`config.mk`:
```
export PLATFORM = sky130hd
export DESIGN_NAME = seq_barrel_shifter
export DESIGN_NICKNAME = d
export VERILOG_FILES = /design/src/rtl/seq_shifter_pkg.sv /design/src/rtl/seq_barrel_shifter_bit_reverser.sv /design/src/rtl/seq_barrel_shifter.sv
export SDC_FILE = /design/constraint.sdc
export NUM_CORES = 1
export LEC_CHECK = 0
export BUFFER_PORTS_ARGS = -buffer_cell sky130_fd_sc_hd__buf_2
export CORE_MARGIN = 10
export CORE_UTILIZATION = 40
export CTS_CLUSTER_DIAMETER = 60
export DETAILED_ROUTE_END_ITERATION = 8
export SLEW_MARGIN = 20
export SYNTH_ARGS = -nofsm -noshare
export SYNTH_HDL_FRONTEND = slang
export SYNTH_SLANG_ARGS = --single-unit
```
`constraint.sdc`:
```
create_clock -name clk -period 3.3 [get_ports clk]
set_input_delay 0.33 -clock clk [delete_from_list [all_inputs] [get_ports clk]]
set_output_delay 0.33 -clock clk [all_outputs]
set_load 0.03 [all_outputs]
```
`src/rtl/seq_shifter_pkg.sv`:
```
// Shared types and width helpers for the iterative rotator.
package seq_shifter_pkg;

  typedef enum logic [1:0] {
    IDLE  = 2'd0,
    SHIFT = 2'd1,
    DONE  = 2'd2
  } state_t;

  localparam int N_DEFAULT = 3;

  function automatic int width_of(input int n);
    return 1 << n;
  endfunction

  function automatic int stage_bits(input int n);
    return (n > 1) ? $clog2(n) : 1;
  endfunction

endpackage

```
`src/rtl/seq_barrel_shifter_bit_reverser.sv`:
```
// Combinational 2**N-bit reverse, used on load and unload paths.
module bit_reverser
  import seq_shifter_pkg::*;
#(
  parameter int N = N_DEFAULT
) (
  input  logic [(1<<N)-1:0] din,
  output logic [(1<<N)-1:0] dout
);

  localparam int W = width_of(N);

  always_comb begin
    dout = '0;
    for (int i = 0; i < W; i++)
      dout[i] = din[W-1-i];
  end

endmodule

```
`src/rtl/seq_barrel_shifter.sv`:
```
// Iterative rotator, one log2 stage per clock; left rotate via bit reversal.
// Optional SEQ_SHIFT_EARLY_DONE_EN: leave SHIFT once no higher amt bits remain.
module seq_barrel_shifter
  import seq_shifter_pkg::*;
#(
  parameter int N = N_DEFAULT
) (
  input  logic                 clk,
  input  logic                 reset,
  input  logic                 start,
  input  logic                 lr,
  input  logic [N-1:0]         amt,
  input  logic [(1<<N)-1:0]    data_in,
  output logic                 busy,
  output logic                 done,
  output logic [(1<<N)-1:0]    data_out
);

  localparam int W  = width_of(N);
  localparam int SW = stage_bits(N);

  state_t         state;
  logic [W-1:0]   work;
  logic [N-1:0]   amt_r;
  logic           lr_r;
  logic [SW-1:0]  stage;

  logic [W-1:0]   load_rev;
  logic [W-1:0]   unload_rev;
  logic [W-1:0]   rot;
  logic [W-1:0]   work_next;
  logic [N-1:0]   sh;
  logic           last;

  bit_reverser #(.N(N)) u_rev_load (
    .din  (data_in),
    .dout (load_rev)
  );

  bit_reverser #(.N(N)) u_rev_unload (
    .din  (work_next),
    .dout (unload_rev)
  );

  always_comb begin
    sh        = N'(1) << stage;
    rot       = (work >> sh) | (work << (W - int'(sh)));
    work_next = amt_r[stage] ? rot : work;
`ifdef SEQ_SHIFT_EARLY_DONE_EN
    last = (stage == SW'(N-1)) || (((amt_r >> stage) >> 1) == '0);
`else
    last = (stage == SW'(N-1));
`endif
  end

  always_ff @(posedge clk or posedge reset) begin
    if (reset) begin
      state    <= IDLE;
      busy     <= 1'b0;
      done     <= 1'b0;
      data_out <= '0;
      work     <= '0;
      amt_r    <= '0;
      lr_r     <= 1'b0;
      stage    <= '0;
    end else begin
      unique case (state)
        IDLE, DONE: begin
          done <= 1'b0;
          if (start) begin
            lr_r  <= lr;
            amt_r <= amt;
            work  <= lr ? data_in : load_rev;
            stage <= '0;
            busy  <= 1'b1;
            state <= SHIFT;
          end else begin
            state <= IDLE;
          end
        end
        SHIFT: begin
          work <= work_next;
          if (last) begin
            data_out <= lr_r ? work_next : unload_rev;
            busy     <= 1'b0;
            done     <= 1'b1;
            state    <= DONE;
          end else begin
            stage <= stage + SW'(1);
          end
        end
        default: begin
          busy  <= 1'b0;
          done  <= 1'b0;
          state <= IDLE;
        end
      endcase
    end
  end

endmodule
```
Word-level counts from Yosys, hierarchy flattened
Index checks and enable logic that the tools add are counted.
{ "op_classes": {"bitwise_logic": 1, "reduce_logical": 8, "n_div": 0, "add_sub_neg": 2, "n_lt_le_gt_ge": 1, "mux": 18, "mul": 0, "n_eq_ne": 6, "n_shift": 3} }
{ "ops": {"columns": ["op", "count"], "rows": [
  ["$mux W8", 4],
  ["$shl A8 B32 Y8", 1],
  ["$pmux W8 S2", 1],
  ["$or A8 B8 Y8", 1],
  ["$pmux W2 S2", 2],
  ["$reduce_and A2 Y1", 4],
  ["$shr A8 B3 Y8", 1],
  ["$mux W1", 6],
  ["$mux W2", 3],
  ["$ne A2 B2 Y1 const B", 3],
  ["$sub A4 B3 Y5 const A", 1],
  ["$eq A2 B2 Y1 const B", 2],
  ["$lt A2 B3 Y1 const B", 1],
  ["$reduce_and A3 Y1", 1],
  ["$shl A1 B2 Y3 const A", 1],
  ["$add A2 B1 Y2 const B", 1],
  ["$bmux W1 S2", 1],
  ["$eq A2 B1 Y1 const B", 1],
  ["$logic_not A2 Y1", 1],
  ["$pmux W1 S2", 1],
  ["$reduce_bool A2 Y1", 1],
  ["$reduce_or A2 Y1", 1]
]} }
{ "word_totals": {"wordCells": 47, "n_memories": 0, "output_inout_bits": 10, "ram_bits": 0, "rom_bits": 0, "latch_bits": 0, "ff_bits": 26} }

Depth between registers and ports, before layout
{ "depth": {"depth_word": 6, "ltp_mapped": 9} }

By module
A second synthesis with hierarchy kept.
{ "unflattened": {"hier_cells": 225, "hier_area_um2": 2048.2} }
{ "modules_own_cells": {"columns": ["mod", "instances", "area_per_inst_um2", "cells_each", "seq_area_each_um2"], "rows": [
  ["seq_barrel_shifter", 1, 1928.1, 209, 625.6],
  ["bit_reverser", 2, 60.1, 8, 0.0]
]} }

Worst setup path before layout
Ideal clock, no wire load.
{ "synth_path": {"path_type": "reg-to-reg", "start": "register stage[1]", "end": "register data_out[7]", "setup_slack_ns": 1.208, "required_ns": 3.180, "period_less_slack_ns": 2.092, "path_stages_with_launch": 9, "arrival_time_ns": 1.972, "setup_time_ns": 0.120, "path_cell_list": "dfrtp_1 inv_1 ha_1 buf_6 mux2_1 o2bb2ai_2 nor4_1 or3_1 a31o_1"} }
{ "synth_between": {"elab_chain_len": 6, "elab_cells_between_ends": 11} }
{ "synth_rtl": {"columns": ["element", "line_no", "rtl"], "rows": [
  ["from (decl)", "seq_barrel_shifter.sv:26", "logic [SW-1:0] stage;"],
  ["from (signal assigned)", "seq_barrel_shifter.sv:89", "stage <= stage + SW'(1);"],
  ["$shl A1 B2 Y3", "seq_barrel_shifter.sv:46", "sh = N'(1) << stage;"],
  ["$sub A4 B3 Y5", "seq_barrel_shifter.sv:47", "rot = (work >> sh) | (work << (W - int'(sh)));"],
  ["$shl A8 B32 Y8", "seq_barrel_shifter.sv:47", null],
  ["$or A8 B8 Y8", "seq_barrel_shifter.sv:47", null],
  ["$mux W8", "seq_barrel_shifter.sv:48", "work_next = amt_r[stage] ? rot : work;"],
  ["$mux W8", "seq_barrel_shifter.sv:84", "data_out <= lr_r ? work_next : unload_rev;"],
  ["to (signal assigned)", "seq_barrel_shifter.sv:84", null],
  ["to (decl)", "seq_barrel_shifter.sv:16", "output logic [(1<<N)-1:0] data_out"]
]} }
Several ways; a longest one is shown, not always the timed one. The select of a mux whose other input is x is not followed.
A chain may end at the register's enable or synchronous reset.

Worst setup path in the final report
Same ends and word-level chain as after synthesis.

==> run_results.csv <==
group,metric,value,unit
logic_synthesis,syn-num-nets,197,
run,cap_violations,0,
timing,rsz0062_at_grt,"no",
logic_synthesis,syn_inst,177,
pwr,leakage,0.861,nW
placement,dp_hpwl,3310,um
logic_synthesis,ys_ff_latch,25,
setup_path,critical_path_class,"reg -> reg",
timing,max_freq,0.389,GHz
route,wl_per_cell,17.3,um
setup_path,worst_path_max_delay_cell,"ha_1",
clocking,cts.path.max_buffers,2,
clocking,cts_resized,0,
grt,grt_pass1_wl,7450,um
logic_synthesis,synth_top_area_share,35.9,%
setup_path,cp_top_family,"adder cells",
worst_hold_path,hold_path_class,"in -> async",
logic_synthesis,yosysWarnings,0,
finish,fin_nets,216,
floorplan,die_w,86.0,um
route,via_per_inst,5.77,
floorplan,initial_utilization,42.4,%
grt,grt_max_degree,26,
setup_path,cp_data_arrival_time,2.73,ns
clocking,cts-root-buf,"clkbuf_8",
finish,drive_gt1_share,24.1,%
logic_synthesis,synth_largest_area_cell,"dfrtp_1",
logic_synthesis,synth_edf_count,0,
route,route.vias.total,1414,
setup_path,path_cells,"inv_1 > ha_1 > mux2_1 > o2bb2ai_2 > nor4_1 > or3_1 > a31o_1",
finish,layout.cells.non_filler,245,
grt,grt_pass1_vias,1438,
setup_path,cp.required,3.47,ns
route,drc,0,
route,drt_iter0_drc,93,
timing,setup_violations,0,
finish,area_growth,9.69,%
floorplan,ios,25,
grt,grtUsageTotal,12.1,%
setup_path,worst-path-buf-inv,1,
timing,post-route-period-util,77.8,%
logic_synthesis,syn-cell-area,0.00174,sq mm
setup_path,worst-path-max-fanout,16,
clocking,cts_setup_buffers,0,
logic_synthesis,yosysSeqAreaShare,35.9,%
outcome,status,"complete, no violations",
floorplan,core_area,0.00412,sq mm
route,drt-total-wl,4240,um
floorplan,die_height,86.0,um
pwr,vdd_drop_max,0.000521,V
floorplan,die_area,0.00740,sq mm
clocking,postCtsHoldBufs,0,
placement,io_buffers,24,
clocking,cts_num_sinks,25,
logic_synthesis,synthTopCellsByArea,"dfrtp_1, mux2i_1, mux2_2",
route,drtAntennaViolNets,0,
logic_synthesis,synth_cell_types,49,
clocking,htree_levels,1,
route,first_pass_iters,4,
setup_path,cp_slowest_stage_delay,0.59,ns
setup_path,start_kind,"register",
placement,placed_cells,241,
clocking,clk_latency,0.27,ns
logic_synthesis,ys.flop_type,"dfrtp_1",
placement,place_congestion,0.839,
clocking,numCtsBuffers,3,
timing,worst_pin_slew,0.873,ns
clocking,clk_pin_slew,0.09,ns
timing,finalHoldViolations,0,
timing,maxSlewHeadroom,41.5,%
grt,grt_antenna_before_repair,0,
timing,fin_skew,0.000971,ns
grt,overflow,0,
logic_synthesis,avgSynthCellArea,9.85,sq um
setup_path,worst_setup_path_end_kind,"register",
pwr,powerDensity,1220,mW/mm^2
timing,drv_slew,0,
finish,antenna_cells,0,
pwr,power,2.34,mW
floorplan,rows,23,
timing,tns,0,ns
timing,fin_crit,2.57,ns
clocking,cts_tree,"yes",
logic_synthesis,async_reset_ff_share,100,%
## placed cells by master (no fill, tap or decap), types with 3 or more instances in the layout
master    synthesis  layout
buf_2             2      24
clkbuf_8          0       3
dfrtp_1          25      25
ha_1              5       5
inv_1            12      11
mux2_2            7       7
mux2i_1          16      16
mux4_2            3       3
nand2_1          16      16
nand2b_1          4       4
nand3_1           4       4
nor2_1           12      12
nor3_1            4       4
o211ai_1          5       5
o21ai_0          10      10
o221ai_1          4       4
## stage by stage
stage | worst slack [ns] | area (sq um) | utilization (%) | hold WS (ns)
finish | 0.732 | 1910 | 46.5 | 0.118
floorplan | 1.21 | 1740 | - | 0.357
global placement | 0.835 | 1870 | 45.4 | 0.464
global route | 0.557 | 1910 | 46.5 | 0.193
CTS | 0.741 | 1910 | 46.5 | 0.284
detailed placement | 0.745 | 1870 | 45.4 | 0.471
## logic make-up after synthesis
group / synth area share, %
and+or+nand+nor: 15.0
adders and majority gates: 3.59
buffers and inverters: 5.96
xor gates and xnor gates: 0.933
AOI/OAI and AO/OA: 20.4
muxes: 18.2
DFF: 35.9
## Yosys cell counts (all sizes together), types with 3 or more instances
cell type	number
o211ai	5
nand2b	4
buf	5
nand3	4
inv	12
dfrtp	25
and2	3
mux4	3
nand2	16
o21ai	13
nor3	4
nor2	12
mux2	8
o221ai	4
a221o	4
ha	5
clkbuf	5
mux2i	16
## flip-flops by register name (all words and copies together) (netlist names)
name,cells
stage,2
amt_r,3
state,1
data_out,8
done,1
lr_r,1
busy,1
work,8
## area by class of cell
| type | instances | area (sq um) |
|---|---|---|
| inverter | 12 | 45.0 |
| multi-input combinational | 130 | 1010 |
| fill | 388 | 2200 |
| clock buffer | 4 | 45.0 |
| sequential | 25 | 626 |
| timing repair buffer | 24 | 120 |
| tap | 50 | 62.6 |
## layer usage
layer	GRT usage, %	share of wire (%)	up-vias
met3	3.60	5.5	4
met5	0	0	-
met1	16.0	47	686
li1	-	-	689
met4	0.898	0.68	0
met2	19.6	47	35
## power breakdown
part | leakage [nW] | total (mW) | switching (mW) | internal [mW]
Sequential | 0.302 | 0.630 | 0.169 | 0.462
Combinational | 0.536 | 1.52 | 0.874 | 0.647
Clock | 0.0228 | 0.185 | 0.0983 | 0.0865
Total | 0.861 | 2.34 | 1.14 | 1.20
## worst register-to-register path, cell delays in order (launching register included)
cell       delay, ns
dfrtp_1         0.48
inv_1           0.14
ha_1            0.59
mux2_1          0.43
o2bb2ai_2       0.17
nor4_1          0.08
or3_1           0.35
a31o_1          0.22
## worst paths after layout
check / from / slack, ns / depth (start not counted) / endpoint
worst max-delay path: stage[1] / 0.73 / 7 / data_out[7]
worst min-delay path: reset / 0.12 / 2 / state[0]
worst max register to register: stage[1] / 0.73 / 7 / data_out[7]
worst min register to register: data_out[1] / 0.48 / 2 / data_out[1]
max in group asynchronous: reset / 2.78 / 2 / data_out[2]
min in group clk: amt[0] / 0.29 / 2 / amt_r[0]
Power figures use the tool's default switching activity.
